===== src/rtl/stopwatch_pkg.sv =====
// Shared types and constants for the lap stopwatch.
//   sw_state_t   : stopwatch FSM state encoding
//   SW_MODE_UP   : mode value selecting an up-count
//   SW_MODE_DOWN : mode value selecting a down-count
package stopwatch_pkg;

  typedef enum logic [1:0] {
    SW_IDLE  = 2'd0,
    SW_RUN   = 2'd1,
    SW_PAUSE = 2'd2
  } sw_state_t;

  localparam logic SW_MODE_UP   = 1'b0;
  localparam logic SW_MODE_DOWN = 1'b1;

endpackage


===== src/rtl/lap_stopwatch_if.sv =====
// Lap readout bus between the stopwatch (master) and its consumer (slave).
//   lap_pop      : consumer -> stopwatch, consume the FIFO head
//   lap_valid    : FIFO non-empty
//   lap_data     : FIFO head (first-word-fall-through), 0 when empty
//   lap_level    : FIFO occupancy
//   lap_overflow : sticky, a lap was dropped because the FIFO was full
// Handshake: lap_data is valid whenever lap_valid=1. A pop happens on a
// rising clk edge where lap_pop=1 and lap_valid=1; lap_pop with lap_valid=0
// is ignored. lap_data/lap_valid present the next entry after the pop edge.
interface lap_stopwatch_if #(
  parameter int DATA_WIDTH = 16,
  parameter int LAP_DEPTH  = 4
);
  localparam int LW = $clog2(LAP_DEPTH + 1);

  logic                  lap_pop;
  logic                  lap_valid;
  logic [DATA_WIDTH-1:0] lap_data;
  logic [LW-1:0]         lap_level;
  logic                  lap_overflow;

  modport master (
    input  lap_pop,
    output lap_valid,
    output lap_data,
    output lap_level,
    output lap_overflow
  );

  modport slave (
    output lap_pop,
    input  lap_valid,
    input  lap_data,
    input  lap_level,
    input  lap_overflow
  );
endinterface


===== src/rtl/lap_fifo.sv =====
// Synchronous first-word-fall-through FIFO holding captured lap values.
//   clk, reset : clock, synchronous active-high reset (empties the FIFO)
//   push, din  : write request and data; dropped when full unless a pop
//                happens on the same edge
//   pop        : consume head; ignored when empty
//   dout       : head entry, 0 when empty
//   valid      : non-empty
//   level      : occupancy, 0..DEPTH
//   full       : level == DEPTH
module lap_fifo #(
  parameter int WIDTH = 16,
  parameter int DEPTH = 4,
  localparam int LW = $clog2(DEPTH + 1)
) (
  input  logic             clk,
  input  logic             reset,
  input  logic             push,
  input  logic             pop,
  input  logic [WIDTH-1:0] din,
  output logic [WIDTH-1:0] dout,
  output logic             valid,
  output logic [LW-1:0]    level,
  output logic             full
);

  localparam int PW = (DEPTH > 1) ? $clog2(DEPTH) : 1;

  logic [WIDTH-1:0] mem [DEPTH];
  logic [PW-1:0]    rd_ptr;
  logic [PW-1:0]    wr_ptr;
  logic             pop_en;
  logic             push_en;

  function automatic logic [PW-1:0] ptr_inc(input logic [PW-1:0] p);
    return (p == PW'(DEPTH - 1)) ? '0 : p + 1'b1;
  endfunction

  assign valid   = (level != '0);
  assign full    = (level == LW'(DEPTH));
  assign pop_en  = pop & valid;
  // A pop on the same edge frees the slot the push needs.
  assign push_en = push & (~full | pop_en);
  assign dout    = valid ? mem[rd_ptr] : '0;

  always_ff @(posedge clk) begin
    if (push_en) begin
      mem[wr_ptr] <= din;
    end
  end

  always_ff @(posedge clk) begin
    if (reset) begin
      rd_ptr <= '0;
      wr_ptr <= '0;
      level  <= '0;
    end else begin
      if (push_en) wr_ptr <= ptr_inc(wr_ptr);
      if (pop_en)  rd_ptr <= ptr_inc(rd_ptr);
      case ({push_en, pop_en})
        2'b10:   level <= level + 1'b1;
        2'b01:   level <= level - 1'b1;
        default: level <= level;
      endcase
    end
  end

endmodule


===== src/rtl/lap_stopwatch.sv =====
// Start/stop stopwatch counting 0..MAX up or down, with a one-cycle wrap
// pulse and a lap-capture FIFO read through lap_stopwatch_if.
//   clk, reset : clock, synchronous active-high reset
//   start/stop : control pulses (reset > stop > start)
//   mode       : 0 up, 1 down, sampled every cycle
//   lap        : capture the count visible this cycle into the FIFO
//   count      : current count
//   running    : 1 while in SW_RUN
//   wrap       : pulse coincident with the wrapped (or terminal) count
//   state      : FSM state, exposed for debug
//   lap_bus    : lap FIFO readout (master side)
// Build option STOPWATCH_WRAP_HOLD_EN: an advance onto the terminal value
// (MAX going up, 0 going down) pauses there instead of running on.
module lap_stopwatch
  import stopwatch_pkg::*;
#(
  parameter int DATA_WIDTH = 16,
  parameter int MAX        = 99,
  parameter int LAP_DEPTH  = 4
) (
  input  logic                  clk,
  input  logic                  reset,
  input  logic                  start,
  input  logic                  stop,
  input  logic                  mode,
  input  logic                  lap,
  output logic [DATA_WIDTH-1:0] count,
  output logic                  running,
  output logic                  wrap,
  output sw_state_t             state,
  lap_stopwatch_if.master       lap_bus
);

  localparam logic [DATA_WIDTH-1:0] MAX_V = DATA_WIDTH'(MAX);

  sw_state_t             state_q;
  sw_state_t             state_d;
  logic [DATA_WIDTH-1:0] count_d;
  logic [DATA_WIDTH-1:0] step_val;
  logic                  wrap_d;
  logic                  advance;
  logic                  at_wrap;
  logic                  overflow_q;
  logic                  fifo_full;
  logic                  fifo_valid;

  always_comb begin
    state_d  = state_q;
    count_d  = count;
    wrap_d   = 1'b0;
    // The start edge itself advances, so count reads 1 right after start.
    advance  = ~stop & (start | (state_q == SW_RUN));
    at_wrap  = (mode == SW_MODE_UP) ? (count == MAX_V) : (count == '0);
    if (mode == SW_MODE_UP) begin
      step_val = at_wrap ? '0 : count + 1'b1;
    end else begin
      step_val = at_wrap ? MAX_V : count - 1'b1;
    end

    case (state_q)
      SW_IDLE, SW_PAUSE: begin
        if (stop)       state_d = SW_PAUSE;
        else if (start) state_d = SW_RUN;
      end
      SW_RUN: begin
        if (stop) state_d = SW_PAUSE;
      end
      default: state_d = SW_IDLE;
    endcase

    if (advance) begin
      count_d = step_val;
      wrap_d  = at_wrap;
`ifdef STOPWATCH_WRAP_HOLD_EN
      // Landing on the terminal value halts and flags it; a later start
      // from there wraps normally.
      if ((mode == SW_MODE_UP) ? (count == MAX_V - 1'b1)
                               : (count == DATA_WIDTH'(1))) begin
        wrap_d  = 1'b1;
        state_d = SW_PAUSE;
      end
`endif
    end
  end

  always_ff @(posedge clk) begin
    if (reset) begin
      state_q    <= SW_IDLE;
      count      <= '0;
      wrap       <= 1'b0;
      overflow_q <= 1'b0;
    end else begin
      state_q <= state_d;
      count   <= count_d;
      wrap    <= wrap_d;
      if (lap & fifo_full & ~(lap_bus.lap_pop & fifo_valid)) begin
        overflow_q <= 1'b1;
      end
    end
  end

  assign running              = (state_q == SW_RUN);
  assign state                = state_q;
  assign lap_bus.lap_overflow = overflow_q;
  assign lap_bus.lap_valid    = fifo_valid;

  lap_fifo #(
    .WIDTH (DATA_WIDTH),
    .DEPTH (LAP_DEPTH)
  ) u_lap_fifo (
    .clk   (clk),
    .reset (reset),
    .push  (lap),
    .pop   (lap_bus.lap_pop),
    .din   (count),
    .dout  (lap_bus.lap_data),
    .valid (fifo_valid),
    .level (lap_bus.lap_level),
    .full  (fifo_full)
  );

endmodule


===== src/flat_wrapper.sv =====
// flat-port wrapper written by rule: the top's interface ports become plain ports
module lap_stopwatch_flat import stopwatch_pkg::*;
#(
  parameter int DATA_WIDTH = 16,
  parameter int MAX        = 99,
  parameter int LAP_DEPTH  = 4
)
  (clk, reset, start, stop, mode, lap, count, running, wrap, state, lap_bus_lap_pop, lap_bus_lap_valid, lap_bus_lap_data, lap_bus_lap_level, lap_bus_lap_overflow);
  lap_stopwatch_if #(.DATA_WIDTH(DATA_WIDTH), .LAP_DEPTH(LAP_DEPTH)) lap_bus_i ();
  input  logic clk;
  input  logic reset;
  input  logic start;
  input  logic stop;
  input  logic mode;
  input  logic lap;
  output logic [DATA_WIDTH-1:0] count;
  output logic running;
  output logic wrap;
  output sw_state_t state;
  input wire logic [$bits(lap_bus_i.lap_pop)-1:0] lap_bus_lap_pop;
  output wire logic [$bits(lap_bus_i.lap_valid)-1:0] lap_bus_lap_valid;
  output wire logic [$bits(lap_bus_i.lap_data)-1:0] lap_bus_lap_data;
  output wire logic [$bits(lap_bus_i.lap_level)-1:0] lap_bus_lap_level;
  output wire logic [$bits(lap_bus_i.lap_overflow)-1:0] lap_bus_lap_overflow;
  assign lap_bus_i.lap_pop = lap_bus_lap_pop;
  assign lap_bus_lap_valid = lap_bus_i.lap_valid;
  assign lap_bus_lap_data = lap_bus_i.lap_data;
  assign lap_bus_lap_level = lap_bus_i.lap_level;
  assign lap_bus_lap_overflow = lap_bus_i.lap_overflow;
  lap_stopwatch #(.DATA_WIDTH(DATA_WIDTH), .MAX(MAX), .LAP_DEPTH(LAP_DEPTH)) u_core (.clk(clk), .reset(reset), .start(start), .stop(stop), .mode(mode), .lap(lap), .count(count), .running(running), .wrap(wrap), .state(state), .lap_bus(lap_bus_i));
endmodule

===== config.mk =====
export PLATFORM = sky130hd
export DESIGN_NAME = lap_stopwatch_flat
export DESIGN_NICKNAME = d
export VERILOG_FILES = /design/src/rtl/stopwatch_pkg.sv /design/src/rtl/lap_stopwatch_if.sv /design/src/rtl/lap_fifo.sv /design/src/rtl/lap_stopwatch.sv /design/src/flat_wrapper.sv
export SDC_FILE = /design/constraint.sdc
export NUM_CORES = 1
export LEC_CHECK = 0
export ABC_CLOCK_PERIOD_IN_PS = 2200
export CAP_MARGIN = 15
export CORE_MARGIN = 1.5
export CORE_UTILIZATION = 56
export CTS_BUF_LIST = sky130_fd_sc_hd__clkbuf_16
export CTS_CLUSTER_SIZE = 8
export DETAILED_ROUTE_END_ITERATION = 12
export PLACE_DENSITY = 0.79
export SYNTH_ARGS = -nofsm -noshare
export SYNTH_HDL_FRONTEND = slang
export SYNTH_HIERARCHICAL = 1
export SYNTH_SLANG_ARGS = --single-unit
export TNS_END_PERCENT = 5

===== constraint.sdc =====
create_clock -name clk -period 2.2 [get_ports clk]
set_input_delay 0.44 -clock clk [delete_from_list [all_inputs] [get_ports clk]]
set_output_delay 0.44 -clock clk [all_outputs]
set_load 0.05 [all_outputs]

# Word-level counts from Yosys, hierarchy flattened
# Memories as Yosys holds them, arrays and structs flattened. A register that Yosys moved wholly into a read port is not among the register bits.
# Cells that the tools add are included.
# word_totals
input_bits	7
elab_cells	58
n_memories	1
out_inout_bits	41
regBits	27
mem_bits_rw	64
# mem_list
memory	words	word_bits	rd	rd_clocked_by_memory_dff	wr	line_no	source
u_core.u_lap_fifo.mem	4	16	1	1	1	lap_fifo.sv:28	logic [WIDTH-1:0] mem [DEPTH];
# op_classes
reduce_logical	7
n_bitwise	11
eq_ne	10
n_addsub	6
muxes	16
# op_table
operator	count
2-to-1 mux 16 bit	4
adder 16 x 1 -> 16 bit, second input constant	1
equality test 16 x 7 -> 1 bit, second input constant	1
logical NOT 16 bit	1
subtractor 16 x 1 -> 16 bit, second input constant	1
2-to-1 mux 2 bit	7
equality test 2 bit, second input constant	4
one-hot mux 3 bit (2 select lines)	1
AND 1 bit	5
adder 2 x 1 -> 2 bit, second input constant	2
equality test 2 x 1 -> 1 bit, second input constant	2
inverter 1 bit	4
one-hot mux 2 bit (2 select lines)	1
OR reduction 2 bit	2
adder 3 x 1 -> 3 bit, second input constant	1
equality test 3 bit, second input constant	1
2-to-1 mux 1 bit	3
inequality test 3 bit, second input constant	1
nonzero test 3 bit	1
subtractor 3 x 1 -> 3 bit, second input constant	1
logical NOT 2 bit	1
inequality test 2 bit, second input constant	1
bitwise OR 1 bit	2
AND reduction 2 bit	1
nonzero test 2 bit	1

# Logic depth before layout (Yosys ltp)
# logic_depth
word_depth	6
mapped_depth	9
depth_no_buf	7

# By module
# Netlist, hierarchy kept.
# by_module_without_submodules
mod	n_inst	area_each_um2	cells_per_inst	seq_area_each_um2
lap_fifo	1	2976.6	164	2102.0
lap_stopwatch	1	1442.6	184	400.4

# Worst setup path before layout
# OpenSTA, ideal clock, no wires.
# synth_timing
path_kind	reg-to-reg
from	reg u_core.u_lap_fifo.level[2]
to	reg u_core.u_lap_fifo.level[2]
path_stages_with_launch	10
path_slack_ns	-0.193
setup_time_ns	0.131
arrival_ns	2.263
path_buffers	2
synth_period_minus_slack_ns	2.393
required_time_ns	2.069
path_cell_list	dfxtp_1 -> buf_2 -> nor3_2 -> buf_2 -> inv_2 -> nand3_1 -> fa_1 -> nand2b_1 -> o211ai_1 -> a31oi_1
# synth_via
elab_chain_cells	6
elab_cells_between_ends	12
classes_between	add/sub (2); eq/ne (3); mux (1); bitwise (4); reduce/logical (2)
# synth_rtl
element	line_no	source
start, declared	lap_fifo.sv:22	output logic [LW-1:0] level,
start signal, assigned	lap_fifo.sv:60	2'b10: level <= level + 1'b1;
start signal, assigned	lap_fifo.sv:61	2'b01: level <= level - 1'b1;
start signal, assigned	lap_fifo.sv:62	default: level <= level;
nonzero test 3 bit (*)	lap_fifo.sv:38	assign valid = (level != '0);
named net lap_bus_lap_valid	flat_wrapper.sv:21	output wire logic [$bits(lap_bus_i.lap_valid)-1:0] lap_bus_lap_valid;
AND 1 bit (*)	lap_fifo.sv:40	assign pop_en = pop & valid;
bitwise OR 1 bit	lap_fifo.sv:42	assign push_en = push & (~full | pop_en);
AND 1 bit	lap_fifo.sv:42	
equality test 2 x 1 -> 1 bit / equality test 2 bit (equally long branches)	lap_fifo.sv:59	case ({push_en, pop_en})
one-hot mux 3 bit (2 select lines) / nonzero test 2 bit (equally long branches)	n/a	
# Mark *: on every way through the listed nets, which the timed path passes. The rest lies on a longest branch.
# A chain may end at the register's enable or synchronous reset.

==> impl_metrics.json <==
{
  "min_from": "u_core/u_lap_fifo/rd_ptr[0]$_SDFFE_PP0N_",
  "fmax_mhz": 463,
  "setup_violations": 0,
  "maxCapViolCount": 0,
  "syn_nets": 364,
  "path_delay_family": "multiplexers",
  "route.met2.wl_um": 4950,
  "grt_antenna_before_repair": 0,
  "startpoint_type": "flop",
  "critPathBufInv": 2,
  "cts_setup_buffers": 0,
  "root_buffer": "clkbuf_16",
  "fin_ws_ns": 0.0422,
  "drt_iter0_markers": 241,
  "io_pins": 48,
  "wl_met3_um": 507,
  "avgSynthCellArea_um2": 12.7,
  "synthCells": 348,
  "ys_seq_elements": 93,
  "fill_cells": 523,
  "dr.pass1.iters": 5,
  "die_y_um": 91.8,
  "fin_crit_sh_pct": 98.1,
  "drt-wirelength-per-cell_um": 18.8,
  "yosysMostFrequentCell": "edfxtp_1",
  "initial_utilization_pct": 57.5,
  "grt_pass1_vias": 3033,
  "grt_setup_unrepaired": "yes",
  "cts_tree": "built",
  "core-area_um2": 7690,
  "final_antenna_net_count": 0,
  "clkLatencyLatePin_ns": 0.34,
  "ctsHoldBuffers": 0,
  "clk_path_buf_depth": 2,
  "portBuffers": 47,
  "route.vias.total": 3225,
  "async_reset_ff_share_pct": 0,
  "synth_top_area_share_pct": 43.5,
  "status": "completed",
  "grt_max_degree": 39,
  "cts_sinks": 93,
  "syn_area_um2": 4420,
  "synth_cell_type_count": 62,
  "pre_cts_slack_ns": -0.0536,
  "cp-end-kind": "primary output",
  "hold_class": "reg -> reg",
  "area_growth_pct": 24.3,
  "diodes": 0,
  "nNetsFinal": 438,
  "wirelength_um": 9960,
  "cts_made_buffers": 9,
  "max_slew_margin_pct": 61.4,
  "fin_hold_ws_ns": 0.486,
  "rows": 32,
  "highest_layer": "met4",
  "wl_met1_um": 4300,
  "worstReg2RegStart": "u_core/count[8]$_SDFFE_PP0P_",
  "hold_viol_final": 0,
  "required_ns": 1.76,
  "p_per_area_nw_per_um2": 1140,
  "worst_pin_slew_ns": 0.578,
  "seq_area_frac_synth_pct": 56.6,
  "dp_hpwl_um": 6330,
  "min_period_ns": 2.16,
  "peakVddDrop_uv": 456,
  "routed_via_density": 6.10,
  "yosysWarnings": 6,
  "netlist_top_cells_area": "edfxtp_1 43%, dfxtp_1 13%, mux4_2 8.2%",
  "slowest_delay_ns": 0.48,
  "place.gp.congestion": 0.956,
  "path_clk_slew_ns": 0.06,
  "grt_first_pass_wirelength_um": 15500,
  "die-width_um": 91.8,
  "yosysTopAreaCell": "edfxtp_1",
  "slew_violations": 0,
  "die-area_um2": 8430,
  "critPathSlowestCell": "mux4_2",
  "grt_usage_pct": 24.3,
  "timing_worst_setup_path_type": "reg -> out",
  "crit_fanout": 8,
  "drc": 0,
  "synth-edff-count": 64,
  "synthFlopType": "edfxtp_1",
  "finClkSkew_ns": 0.00896,
  "grt_overflow": 0,
  "drive_above_1_share_pct": 25.3,
  "p_leak_nw": 2.06,
  "synthTopCellsByCount": "64 x edfxtp_1, 29 x dfxtp_1, 23 x inv_1",
  "htreeDepth": 3,
  "worstPathArrival_ns": 1.72,
  "path_cells": "clkbuf_16, mux4_2, nor2b_1, buf_4",
  "tns_ns": 0
}
==> state kept, by name (all words and copies together), names as in the netlist, named ones only <==
| register | flops |
|---|---|
| u_core/u_lap_fifo/mem | 64 |
| u_core/count | 16 |
| u_core/u_lap_fifo/level | 3 |
| u_core/state | 2 |
| u_core/u_lap_fifo/rd_ptr | 2 |
| u_core/u_lap_fifo/wr_ptr | 2 |
| u_core/lap_bus.lap_overflow | 1 |
| u_core/wrap | 1 |
==> worst min-delay path, delay by kind of cell (launching register included) <==
kind,cells,cell delay [ns]
flops,1,0.32
simple gates,1,0.05
compound gates,1,0.07
==> power breakdown <==
group / switching, mW / total [mW] / internal [mW]
sequential: 0.171 / 2.22 / 2.05
combinational: 1.53 / 2.50 / 0.968
clock: 0.644 / 1.52 / 0.876
total: 2.34 / 6.24 / 3.90
==> what timing repair did <==
item | 4_1_cts | 5_1_grt
pin swaps | 0 | 0
gates cloned | 0 | 1
gates resized for setup | 9 | 9
endpoints found under the setup margin | 11 | 13
==> metrics by stage <==
| step | util, % | area [um^2] | cells | total power [mW] |
|---|---|---|---|---|
| 3_3_place_gp | 66.8 | 5140 | 512 | 4.58 |
| 5_1_grt | 71.5 | 5500 | 529 | 6.49 |
| 6_report | 71.5 | 5500 | 529 | 6.24 |
| 3_5_place_dp | 66.8 | 5140 | 512 | 4.61 |
| 2_1_floorplan | - | 4430 | 348 | 3.94 |
| 4_1_cts | 70.8 | 5440 | 528 | 6.15 |
==> layout make-up <==
cell class	count	area, um^2	share of cell area [%]
multi-input combinational	211	1720	31.3
clock inverter	7	67.6	1.23
timing repair buffer	83	753	13.7
sequential	93	2510	45.7
tap	102	128	2.32
inverter	24	90.1	1.64
clock buffer	9	225	4.10
==> cell families (layout without fill, tap and decap cells) <==
logic type / count (synthesis) / after routing / share of synthesized area [%]
fa+ha+maj: 9 / 9 / 2.72
xor+xnor: 3 / 3 / 0.595
mux: 19 / 19 / 8.95
simple gates: 113 / 113 / 15.6
compound gates: 67 / 67 / 10.8
flops: 93 / 93 / 56.6
buf+inv: 44 / 123 / 4.73
==> path summary, 6_finish.rpt <==
check | end | slack [ns] | depth (start not counted)
setup / recovery | lap_bus_lap_data[3] | 0.04 | 4
hold / removal | flop | 0.49 | 2
setup reg to reg | u_core/count[15]$_SDFFE_PP0P_ | 0.22 | 7
hold reg to reg | flop | 0.49 | 2
==> placed cells by master (no fill, tap or decap), types with 12 or more instances in the layout <==
cell,Yosys,layout
edfxtp_1,64,64
inv_1,23,25
mux4_2,16,16
buf_4,1,49
a21oi_1,18,18
dfxtp_1,29,25
nand2_1,12,12
nor2_1,19,19
clkdlybuf4s50_1,0,17
nor2b_1,18,17
==> routing by layer <==
| layer | up-vias | global-route usage, % |
|---|---|---|
| met2 | 123 | 38.7 |
| li1 | 1488 | - |
| met5 | - | 0 |
| met3 | 19 | 5.06 |
| met4 | 0 | 11.3 |
| met1 | 1595 | 32.1 |
(Power assumes the default switching activity.)
